File: src/rtl/fetch_unit.sv
// Instruction fetch stage: drives the instruction memory and fills the IF/ID register.
// Handles load-use holds (buffered fetch), branch redirects, and draining of abandoned requests.
module fetch_unit #(
  parameter logic [31:0] RESET_PC = 32'h0000_0000
) (
  input  logic        clk,
  input  logic        rst,
  input  logic        stall,
  input  logic        remain_pc,
  input  logic        branch,
  input  logic [31:0] branch_target,
  output logic        imem_req,
  output logic [31:0] imem_addr,
  input  logic        imem_ready,
  input  logic [31:0] imem_rdata,
  output logic [31:0] id_inst,
  output logic [31:0] id_pc4,
  output logic        id_valid
);

  typedef enum logic [1:0] {
    FETCH = 2'd0,
    HOLD  = 2'd1,
    DRAIN = 2'd2
  } state_t;

  state_t      state;
  state_t      state_nxt;

  logic [31:0] pc;
  logic [31:0] pc_nxt;
  logic [31:0] pc_inc;
  logic [31:0] drain_addr;
  logic [31:0] drain_addr_nxt;
  logic [31:0] buf_inst;
  logic [31:0] buf_inst_nxt;
  logic [31:0] buf_pc4;
  logic [31:0] buf_pc4_nxt;
  logic [31:0] id_inst_nxt;
  logic [31:0] id_pc4_nxt;
  logic        id_valid_nxt;

  logic        hold;
  logic        redir;

  // Decode-side controls only mean something while IF/ID holds a real instruction.
  assign hold   = id_valid & stall & remain_pc;
  assign redir  = id_valid & branch & ~hold;
  assign pc_inc = pc + 32'd4;

  always_comb begin
    state_nxt      = state;
    pc_nxt         = pc;
    drain_addr_nxt = drain_addr;
    buf_inst_nxt   = buf_inst;
    buf_pc4_nxt    = buf_pc4;
    id_inst_nxt    = id_inst;
    id_pc4_nxt     = id_pc4;
    id_valid_nxt   = id_valid;
    imem_req       = 1'b0;
    imem_addr      = pc;

    case (state)
      FETCH: begin
        imem_req = ~rst;
        if (imem_ready) begin
          if (hold) begin
            buf_inst_nxt = imem_rdata;
            buf_pc4_nxt  = pc_inc;
            pc_nxt       = pc_inc;
            state_nxt    = HOLD;
          end else if (redir) begin
            pc_nxt       = branch_target;
            id_valid_nxt = 1'b0;
          end else begin
            id_inst_nxt  = imem_rdata;
            id_pc4_nxt   = pc_inc;
            id_valid_nxt = 1'b1;
            pc_nxt       = pc_inc;
          end
        end else if (redir) begin
          // The outstanding request at pc must still complete before the redirect target is issued.
          drain_addr_nxt = pc;
          pc_nxt         = branch_target;
          id_valid_nxt   = 1'b0;
          state_nxt      = DRAIN;
        end else if (!hold) begin
          id_valid_nxt = 1'b0;
        end
      end

      HOLD: begin
        if (!hold) begin
          state_nxt = FETCH;
          if (redir) begin
            pc_nxt       = branch_target;
            id_valid_nxt = 1'b0;
          end else begin
            id_inst_nxt  = buf_inst;
            id_pc4_nxt   = buf_pc4;
            id_valid_nxt = 1'b1;
          end
        end
      end

      DRAIN: begin
        imem_req  = ~rst;
        imem_addr = drain_addr;
        if (imem_ready) begin
          state_nxt = FETCH;
        end
      end

      default: begin
        state_nxt = FETCH;
      end
    endcase
  end

  always_ff @(posedge clk) begin
    if (rst) begin
      state <= FETCH;
    end else begin
      state <= state_nxt;
    end
  end

  always_ff @(posedge clk) begin
    if (rst) begin
      pc         <= RESET_PC;
      drain_addr <= 32'd0;
      buf_inst   <= 32'd0;
      buf_pc4    <= 32'd0;
      id_inst    <= 32'd0;
      id_pc4     <= 32'd0;
      id_valid   <= 1'b0;
    end else begin
      pc         <= pc_nxt;
      drain_addr <= drain_addr_nxt;
      buf_inst   <= buf_inst_nxt;
      buf_pc4    <= buf_pc4_nxt;
      id_inst    <= id_inst_nxt;
      id_pc4     <= id_pc4_nxt;
      id_valid   <= id_valid_nxt;
    end
  end

endmodule

File: config.mk
export PLATFORM = sky130hd
export DESIGN_NAME = fetch_unit
export DESIGN_NICKNAME = d
export VERILOG_FILES = /design/src/rtl/fetch_unit.sv
export SDC_FILE = /design/constraint.sdc
export NUM_CORES = 1
export LEC_CHECK = 0
export BUFFER_PORTS_ARGS = -buffer_cell sky130_fd_sc_hd__buf_4
export CAP_MARGIN = 40
export CORE_UTILIZATION = 30
export CTS_CLUSTER_DIAMETER = 120
export DETAILED_ROUTE_END_ITERATION = 8
export PLACE_DENSITY_LB_ADDON = 0.05
export SYNTH_ARGS = -nofsm -noshare
export SYNTH_HDL_FRONTEND = slang
export SYNTH_SLANG_ARGS = --single-unit
File: constraint.sdc
create_clock -name clk -period 3.4 [get_ports clk]
set_input_delay 0.17 -clock clk [delete_from_list [all_inputs] [get_ports clk]]
set_output_delay 0.17 -clock clk [all_outputs]
set_load 0.02 [all_outputs]
==> results of run 1 <==
==> sequential cells by signal, indices dropped and copies added, names as in the netlist <==
name        cells
buf_inst       32
buf_pc4        32
drain_addr     32
id_inst        32
id_pc4         32
id_valid        1
pc             32
state           2
==> power by group through the flow <==
| stage | registers (mW) | logic [mW] | clock network (mW) |
|---|---|---|---|
| after floorplan | 2.52 | 0.344 | 0 |
| after global placement | 2.50 | 0.682 | 0 |
| after CTS | 2.45 | 0.728 | 2.17 |
| final | 2.45 | 0.718 | 2.10 |
| after global routing | 2.46 | 0.784 | 2.25 |
| after detailed placement | 2.50 | 0.688 | 0 |
==> layout make-up <==
class	count	area share
sequential	195	0.341
multi-input combinational	816	0.394
inverter	4	0.00131
clock buffer	17	0.0371
tap	384	0.0419
clock inverter	15	0.0161
timing repair buffer	235	0.169
==> layer usage <==
| layer | wire length (um) | vias up |
|---|---|---|
| met5 | 0 | - |
| met4 | 297 | 0 |
| met3 | 1080 | 24 |
| met2 | 13000 | 205 |
| met1 | 14600 | 3883 |
| li1 | - | 4214 |
==> cells by family after synthesis <==
family                     Yosys count  share of synthesized area
and+or+nand+nor                    493                      0.246
AOI/OAI and AO/OA                  264                      0.193
DFF                                195                      0.443
buffers and inverters              112                     0.0494
muxes                               34                     0.0430
xor gates and xnor gates            24                     0.0239
adders and majority gates            1                    0.00142
==> worst max-delay path, stage by stage, from the launching register on <==
cell and delay (ps):
dfxtp_1 650, nor2b_2 440, buf_4 430, mux2_2 410, buf_4 160
==> path summary, 6_finish.rpt <==
kind / start / end / cells after the start / slack (ps)
max reg2reg: pc[5] / id_pc4[24] / 6 / 870
min reg2reg: drain_addr[11] / drain_addr[11] / 2 / 460
min: branch_target[22] / pc[22] / 3 / 30
max: state[1] / imem_addr[2] / 4 / 660
==> cells in the final DEF, fill, tap and decap left out, types with 8 or more instances in the layout <==
master / count
nand2_1: 258
dfxtp_1: 195
buf_4: 188
nor2_1: 115
a21oi_1: 109
dlygate4sd3_1: 41
a311oi_1: 35
mux2_2: 31
nand3_1: 29
a211oi_1: 25
o21ai_0: 23
nor3_1: 18
clkbuf_16: 17
a31oi_1: 15
xor2_1: 14
nand4_1: 13
and3_1: 10
xnor2_1: 10
o22ai_1: 10
or3_1: 9
nor4_1: 9
o211ai_1: 8
==> repair_timing <==
item / in CTS / in global routing
hold buffers: 41 / 0
hold endpoints to repair: 69 / 0
setup endpoints to repair: 0 / 0
==> impl_metrics.py, run 1 <==
metrics = {
    "status": {
        "outcome": "completed",
    },
    "clocking": {
        "cts_tree": "built",
        "cts_made_buffers": 17,
        "cts.sinks": 195,
        "clk_pin_slew_worst_paths_ps": 80,
        "htreeDepth": 4,
        "cts_setup_buffers": 0,
        "root_buffer": "clkbuf_16",
        "clockBufferDepth": 2,
        "cts_resized": 0,
        "clock_latency_ps": 440,
    },
    "sta": {
        "post-route-min-period_ps": 2740,
        "finalCritPeriodShare": 0.807,
        "tns_ps": 0,
        "fin_ws_ps": 657,
        "hold_viol": 0,
        "tightest_slew_ps": 817,
        "fin_skew_ps": 16.8,
        "setup_viol": 0,
        "rsz0062_at_grt": "no",
        "fmax_mhz": 365,
        "drv_slew": 0,
        "relSlewSlack": 0.451,
        "holdWs_ps": 31.6,
    },
    "yosys": {
        "async_reset_ff_frac": 0,
        "synth_cell_type_count": 55,
        "yosysWarnings": 0,
        "syn_inst": 1123,
        "ys_top_cells_by_area": "dfxtp_1 (44%), nand2_1 (11%), a21oi_1 (6.2%)",
        "synth_top_area_frac": 0.443,
        "syn_nets": 1194,
        "yosys-top-cells-count": "nand2_1 (259), dfxtp_1 (195), nor2_1 (116)",
        "synth_largest_area_cell": "dfxtp_1",
        "synth_ff_type": "dfxtp_1",
        "avgSynthCellArea_um2": 7.84,
        "syn_area_um2": 8810,
        "synth.most_common_cell": "nand2_1",
        "synth_enable_flop_cells": 0,
        "ys_seq_area_frac": 0.443,
        "ys_ff_latch": 195,
    },
    "finish": {
        "n_antenna_cell": 0,
        "syn_to_final_growth_pct": 30.1,
        "stdcell_area_um2": 11500,
        "final-seq-area_um2": 3900,
        "layout.cells.non_filler": 1666,
        "fillerInstances": 2989,
        "nets": 1340,
        "drive_gt1_frac": 0.213,
        "fin_util": 0.398,
        "multi_input_comb_area_um2": 4510,
    },
    "global_route": {
        "use_met2": 0.300,
        "grt-ovfl-total": 0,
        "grt_pass1_wl_mm": 45.6,
        "top_usage_layer": "met2",
        "grt_util_met1": 0.276,
        "track_usage": 0.192,
        "antenna_found_initial": 0,
        "use_met3": 0.0318,
        "grt_max_degree": 88,
        "first_global_vias": 7889,
    },
    "route": {
        "drt-total-wl_mm": 29.0,
        "ant_nets": 0,
        "first_iter_violations": 664,
        "wl_per_cell_um": 17.4,
        "vias": 8326,
        "drc_errors": 0,
        "firstDrtPassIters": 7,
        "vias_per_cell": 5.00,
    },
    "placed_design": {
        "hpwl_mm": 19.0,
        "dp_slack_ps": 908,
        "placed_area_um2": 10400,
        "io_buffers": 167,
        "dp_cells": 1593,
        "gp_congestion": 0.788,
    },
    "power_and_ir_drop": {
        "p_per_area_nw_per_um2": 459,
        "peakVddDrop_mv": 0.307,
        "seq_power_share": 0.465,
        "swShare": 0.290,
        "pwr-share-comb": 0.137,
        "p_int_mw": 3.73,
        "pwr-share-clk": 0.399,
        "leakage_nw": 4.32,
        "p_sw_mw": 1.53,
        "fin_total_pwr_mw": 5.26,
    },
    "worst_setup_path": {
        "cp.required_ps": 3230,
        "critical_path_class": "flip-flop to output port",
        "cp_max_fo": 28,
        "crit_path_end_kind": "output port",
        "start_kind": "flip-flop",
        "critPathArrivalTime_ps": 2570,
    },
    "floorplanning": {
        "rows": 62,
        "die_width_um": 173,
        "ioPinCount": 168,
        "dieArea_um2": 30000,
        "core_region_area_um2": 28800,
        "dieHeight_um": 173,
        "start_util": 0.306,
    },
    "min_path": {
        "hold_class": "input port to flip-flop",
    },
    "run": {
        "drv_cap": 0,
    },
}
Power figures use the tool's default switching activity.
==> run 2, diff against run 1 <==
==> constraint.sdc (replaced) <==
create_clock -name clk -period 2.28 [get_ports clk]
set_input_delay 0.114 -clock clk [delete_from_list [all_inputs] [get_ports clk]]
set_output_delay 0.114 -clock clk [all_outputs]
set_load 0.02 [all_outputs]
==> run 2 against run 1 <==
Net effect: setup slack lost 480 ps; flip-flop and latch count is the same; sequential power grew 47%; hold slack lost 3.6 ps; routed wire length grew 2.5%; clock power grew 45%; utilization grew 1.5 points; register-to-register slack lost 660 ps; via count grew 3.0%; first-iteration DRC count shrank 8.4%; critical path type unchanged; critical endpoint unchanged; largest cell class unchanged.
==> impl_metrics.py, run 2 (synthesis results as in run 1) <==
metrics = {
    "worst_setup_path": {
        "crit_family": "buffers and inverters",
        "crit_path_top_delay_cell": "dfxtp_1",
        "worst-path-buf-inv": 3,
        "cp.required_ps": 2170,
        "rr_startpoint": "pc[7]",
        "cp_cell_sequence": "buf_4, nor2b_2, buf_12, mux2_2, buf_4",
        "reg2reg_to": "id_pc4[31]",
        "rr_worst_depth": 7,
        "start_kind": "flip-flop",
        "critPathArrivalTime_ps": 1980,
        "crit_path_end_kind": "output port",
        "worst_path_largest_cell_delay_ps": 390,
        "r2r_slack_ps": 210,
        "critical_path_class": "flip-flop to output port",
        "cp_max_fo": 34,
        "cpMostUsedCell": "buf_4",
    },
    "clocking": {
        "cts.sinks": 195,
        "cts_tree": "built",
        "clock_latency_ps": 440,
        "clk_pin_slew_worst_paths_ps": 80,
        "htreeDepth": 4,
        "clockBufferDepth": 2,
        "root_buffer": "clkbuf_16",
        "cts_made_buffers": 17,
    },
    "route": {
        "drc_errors": 0,
        "ant_nets": 0,
        "vias_per_cell": 5.00,
        "firstDrtPassIters": 6,
        "drt-total-wl_mm": 29.7,
        "first_iter_violations": 608,
        "vias": 8577,
        "wl_per_cell_um": 17.3,
    },
    "status": {
        "outcome": "completed",
    },
    "placed_design": {
        "gp_congestion": 0.804,
        "io_buffers": 167,
        "hpwl_mm": 20.2,
    },
    "floorplanning": {
        "ioPinCount": 168,
        "die_width_um": 173,
        "dieArea_um2": 30000,
        "start_util": 0.306,
        "dieHeight_um": 173,
        "rows": 62,
        "core_region_area_um2": 28800,
    },
    "power_and_ir_drop": {
        "swShare": 0.295,
        "pwr-share-clk": 0.388,
        "pwr-share-comb": 0.150,
        "p_sw_mw": 2.31,
        "peakVddDrop_mv": 0.532,
        "p_per_area_nw_per_um2": 659,
        "p_int_mw": 5.52,
        "leakage_nw": 4.57,
        "seq_power_share": 0.461,
    },
    "sta": {
        "drv_slew": 0,
        "post-route-min-period_ps": 2100,
        "relSlewSlack": 0.522,
        "hold_viol": 0,
        "tns_ps": 0,
        "setup_viol": 0,
        "tightest_slew_ps": 716,
        "fmax_mhz": 477,
        "finalCritPeriodShare": 0.920,
        "rsz0062_at_grt": "no",
        "holdWs_ps": 28.0,
        "fin_skew_ps": 17.6,
    },
    "global_route": {
        "top_usage_layer": "met2",
        "first_global_vias": 8107,
        "grt_max_degree": 125,
        "track_usage": 0.197,
        "use_met3": 0.0261,
        "antenna_found_initial": 0,
        "use_met2": 0.309,
        "grt_util_met1": 0.287,
        "grt_pass1_wl_mm": 46.9,
        "grt-ovfl-total": 0,
    },
    "min_path": {
        "holdPathEnd": "pc[29]",
        "hold_depth": 3,
        "hold_class": "input port to flip-flop",
        "hold_path_startpoint": "branch_target[29]",
    },
    "finish": {
        "fin_util": 0.413,
        "fillerInstances": 3007,
        "final_common_cell": "nand2_1",
        "syn_to_final_growth_pct": 35.0,
        "n_antenna_cell": 0,
        "nets": 1389,
        "final_cell_mix": "nand2_1 (258), buf_4 (225), dfxtp_1 (194)",
        "drive_gt1_frac": 0.238,
    },
    "run": {
        "drv_cap": 0,
    },
}
[run 2: timing repair]
action / 4_1_cts / 5_1_grt
gates resized for setup: 0 / 3
setup buffers: 0 / 0
setup endpoints to repair: 0 / 32
hold buffers: 49 / 0
hold endpoints to repair: 81 / 0
[run 2: how the worst max path moves through the flow]
stage | startpoint | cells past startpoint | to | slack [ps]
6_report | state[0] | 5 | imem_addr[2] | 180
5_1_grt | pc[19] | 5 | id_pc4[24] | 20
2_1_floorplan | pc[3] | 6 | pc[26] | 60
3_3_place_gp | pc[7] | 7 | id_pc4[31] | 90
4_1_cts | state[1] | 4 | imem_addr[2] | 40
3_5_place_dp | pc[7] | 7 | id_pc4[31] | 100
[run 2: metrics by stage]
| stage | instance area [um2] | power, mW | setup WS [ps] | instances |
|---|---|---|---|---|
| final | 11900 | 7.83 | 182 | 1714 |
| after global routing | 11900 | 8.19 | 18.0 | 1714 |
| after CTS | 11900 | 7.95 | 41.2 | 1714 |
| after detailed placement | 10800 | 4.81 | 96.4 | 1634 |
| after global placement | 10800 | 4.81 | 85.4 | 1634 |
| after floorplan | 8810 | 4.27 | 60.3 | 1123 |
[run 2: worst reg2reg max path, stage by stage (launching register included)]
cell and delay [ps]:
dfxtp_1 340, nand4_1 170, buf_4 230, nor4_2 420, nand3_1 230, xor2_1 190
buf_4 150, a211oi_1 240
[run 2: power groups by stage]
| stage | Clock [mW] | Sequential, mW | Combinational (mW) |
|---|---|---|---|
| 5_1_grt | 3.28 | 3.63 | 1.28 |
| 4_1_cts | 3.15 | 3.61 | 1.19 |
| 2_1_floorplan | 0 | 3.76 | 0.513 |
| 3_5_place_dp | 0 | 3.69 | 1.12 |
| 6_report | 3.04 | 3.61 | 1.18 |
| 3_3_place_gp | 0 | 3.69 | 1.12 |
[run 2: layout make-up]
| cell class | instances | area [um2] | area share |
|---|---|---|---|
| Sequential cell | 195 | 3910 | 0.329 |
| Clock buffer | 17 | 425 | 0.0358 |
| Timing Repair Buffer | 284 | 2370 | 0.199 |
| Multi-Input combinational cell | 816 | 4520 | 0.381 |
| Clock inverter | 14 | 166 | 0.0140 |
| Tap cell | 384 | 480 | 0.0404 |
| Inverter | 4 | 15.0 | 0.00126 |
[run 2: layer usage]
metal	part of all wire	wire length, um	up-vias
li1	-	-	4316
met1	0.51	15200	4027
met2	0.45	13200	216
met3	0.036	1080	18
met4	0.0083	246	0
met5	0	0	-
==> run 3, diff against run 2 <==
--- a/config.mk
+++ b/config.mk
@@ -5,6 +5,7 @@
 export SDC_FILE = /design/constraint.sdc
 export NUM_CORES = 1
 export LEC_CHECK = 0
+export ABC_AREA = 1
 export BUFFER_PORTS_ARGS = -buffer_cell sky130_fd_sc_hd__buf_4
 export CAP_MARGIN = 40
 export CORE_UTILIZATION = 30
==> constraint.sdc (replaced) <==
create_clock -name clk -period 2.28 [get_ports clk]
set_input_delay 0.228 -clock clk [delete_from_list [all_inputs] [get_ports clk]]
set_output_delay 0.228 -clock clk [all_outputs]
set_load 0.02 [all_outputs]
==> run 3 against run 2 <==
Net effect: setup slack better by 140 ps; routed wire length down 1.4%; die area down 2.1%; clock skew down 4.5 ps; power up 2.4%; count of clock-buffer cells in the layout up 3; sequential share of layout area up 2.7 points; critical endpoint is now imem_addr[0]; highest routed layer unchanged.
==> impl_metrics.py, run 3 <==
metrics = {
    "status": {
        "outcome": "completed",
    },
    "worst_setup_path": {
        "worst_path_largest_cell_delay_ps": 410,
        "crit_path_top_delay_cell": "dfxtp_1",
        "rr_worst_depth": 9,
        "critical_path_class": "flip-flop to output port",
        "cp_cell_sequence": "inv_2, nor2_4, buf_12, inv_1, nand2_1, nand2_1, buf_4",
        "cp_max_fo": 64,
        "critPathArrivalTime_ps": 1730,
        "crit_path_end_kind": "output port",
        "worst-path-buf-inv": 4,
        "cpMostUsedCell": "nand2_1",
        "cp_num_cells": 7,
        "cp.required_ps": 2050,
        "crit_family": "buffers and inverters",
        "start_kind": "flip-flop",
    },
    "clocking": {
        "clk_pin_slew_worst_paths_ps": 80,
        "cts_made_buffers": 17,
        "cts_setup_buffers": 0,
        "postCtsHoldBufs": 0,
        "htreeDepth": 4,
        "root_buffer": "clkbuf_16",
        "clock_latency_ps": 430,
        "cts_tree": "built",
        "cts_resized": 0,
        "clockBufferDepth": 2,
        "cts.sinks": 195,
    },
    "sta": {
        "drv_slew": 0,
        "relSlewSlack": 0.585,
        "fin_skew_ps": 13.1,
        "fmax_mhz": 511,
        "setup_viol": 0,
        "tns_ps": 0,
        "post-route-min-period_ps": 1960,
        "rsz0062_at_grt": "no",
        "hold_viol": 0,
        "finalCritPeriodShare": 0.858,
        "tightest_slew_ps": 623,
    },
    "placed_design": {
        "io_buffers": 167,
        "hpwl_mm": 20.6,
        "dp_cells": 1743,
        "placed_area_um2": 10400,
        "gp_congestion": 0.921,
    },
    "finish": {
        "syn_to_final_growth_pct": 27.3,
        "final_common_cell": "nand2_1",
        "final_cell_mix": "nand2_1 (267), dfxtp_1 (195), buf_4 (193)",
        "layout.cells.non_filler": 1775,
        "drive_gt1_frac": 0.180,
        "stdcell_area_um2": 11000,
        "nets": 1455,
        "n_antenna_cell": 0,
    },
    "floorplanning": {
        "rows": 61,
        "dieArea_um2": 29400,
        "core_region_area_um2": 28000,
        "ioPinCount": 168,
        "start_util": 0.308,
        "die_width_um": 172,
        "dieHeight_um": 172,
    },
    "route": {
        "firstDrtPassIters": 5,
        "vias": 8441,
        "vias_per_cell": 4.76,
        "first_iter_violations": 548,
        "ant_nets": 0,
        "wl_per_cell_um": 16.5,
        "drc_errors": 0,
        "drt-total-wl_mm": 29.3,
    },
    "global_route": {
        "first_global_vias": 8088,
        "antenna_found_initial": 0,
        "grt-ovfl-total": 0,
        "grt_pass1_wl_mm": 46.0,
        "grt_max_degree": 65,
        "track_usage": 0.204,
    },
    "yosys": {
        "synth_largest_area_cell": "dfxtp_1",
        "yosys-top-cells-count": "nand2_1 (268), dfxtp_1 (195), nor2_1 (180)",
        "yosysWarnings": 0,
        "syn_inst": 1243,
        "avgSynthCellArea_um2": 6.94,
        "ys_seq_area_frac": 0.453,
        "synth_top_area_frac": 0.453,
        "syn_area_um2": 8620,
        "synth_ff_type": "dfxtp_1",
        "syn_nets": 1314,
        "synth.most_common_cell": "nand2_1",
        "ys_top_cells_by_area": "dfxtp_1 (45%), nand2_1 (12%), o21ai_0 (9.5%)",
        "synth_enable_flop_cells": 0,
        "ys_ff_latch": 195,
        "async_reset_ff_frac": 0,
        "synth_cell_type_count": 34,
    },
    "power_and_ir_drop": {
        "leakage_nw": 4.79,
        "peakVddDrop_mv": 0.465,
        "p_per_area_nw_per_um2": 731,
        "fin_total_pwr_mw": 8.03,
    },
    "min_path": {
        "hold_class": "input port to flip-flop",
        "hold_depth": 3,
    },
    "run": {
        "drv_cap": 0,
    },
}
## run 3: cell count changes after synthesis, sizes merged, moves of 13 or more
cell,before,now
o21ai,24,204
inv,3,90
nor2,116,182
a311oi,35,0
clkbuf,93,61
mux2,31,0
a31oi,15,43
nor3,20,1
a211oi,26,8
nor4,13,0
## run 3: logic make-up after synthesis
kind of cell | after synthesis | synth area share
buf+inv | 172 | 0.0789
flops | 195 | 0.453
fa+ha+maj | 1 | 0.00145
simple gates | 482 | 0.218
compound gates | 378 | 0.233
xor+xnor | 15 | 0.0152
## run 3: final cells by class
type                       count  area [um2]
fill                        3029       17000
multi-input combinational    876        4060
sequential                   195        3900
timing repair buffer         202        1630
tap                          378         473
clock buffer                  20         467
inverter                      92         347
clock inverter                12        95.1
## run 3: worst register-to-register path, cell delays in order, from the launching register on
cell and delay, ps:
dfxtp_1 410, nand2_1 120, nor2_1 240, inv_1 90, nor3_1 440, nand2_1 100
nand2_1 80, nand2_1 140, o21ai_0 190, inv_1 50
## run 3: layer usage
layer | wire, um | share of wire | GRT usage
met4 | 513 | 0.018 | 0.0555
met2 | 13400 | 0.46 | 0.335
met1 | 13900 | 0.47 | 0.268
met3 | 1450 | 0.050 | 0.0460
met5 | 0 | 0 | 0
## run 3: path summary, 6_finish.rpt
| check | startpoint | to | slack (ps) |
|---|---|---|---|
| hold / removal | imem_rdata[30] | buf_inst[30] | 20 |
| setup reg to reg | pc[8] | buf_pc4[28] | 330 |
| setup / recovery | state[1] | imem_addr[0] | 320 |
| hold reg to reg | buf_pc4[7] | buf_pc4[7] | 470 |
## run 3: per-stage QoR
step,setup slack (ps),hold slack (ps),utilization
2_1_floorplan,548,363,-
3_3_place_gp,302,458,0.372
3_5_place_dp,330,459,0.372
4_1_cts,289,9.37,0.392
5_1_grt,30.6,10.1,0.392
6_report,324,22.6,0.392
## run 3: report_power, final
group          total, mW  internal, mW  switching, mW
clock network       2.96          1.51           1.45
registers           3.74          3.61          0.137
logic               1.32         0.518          0.803
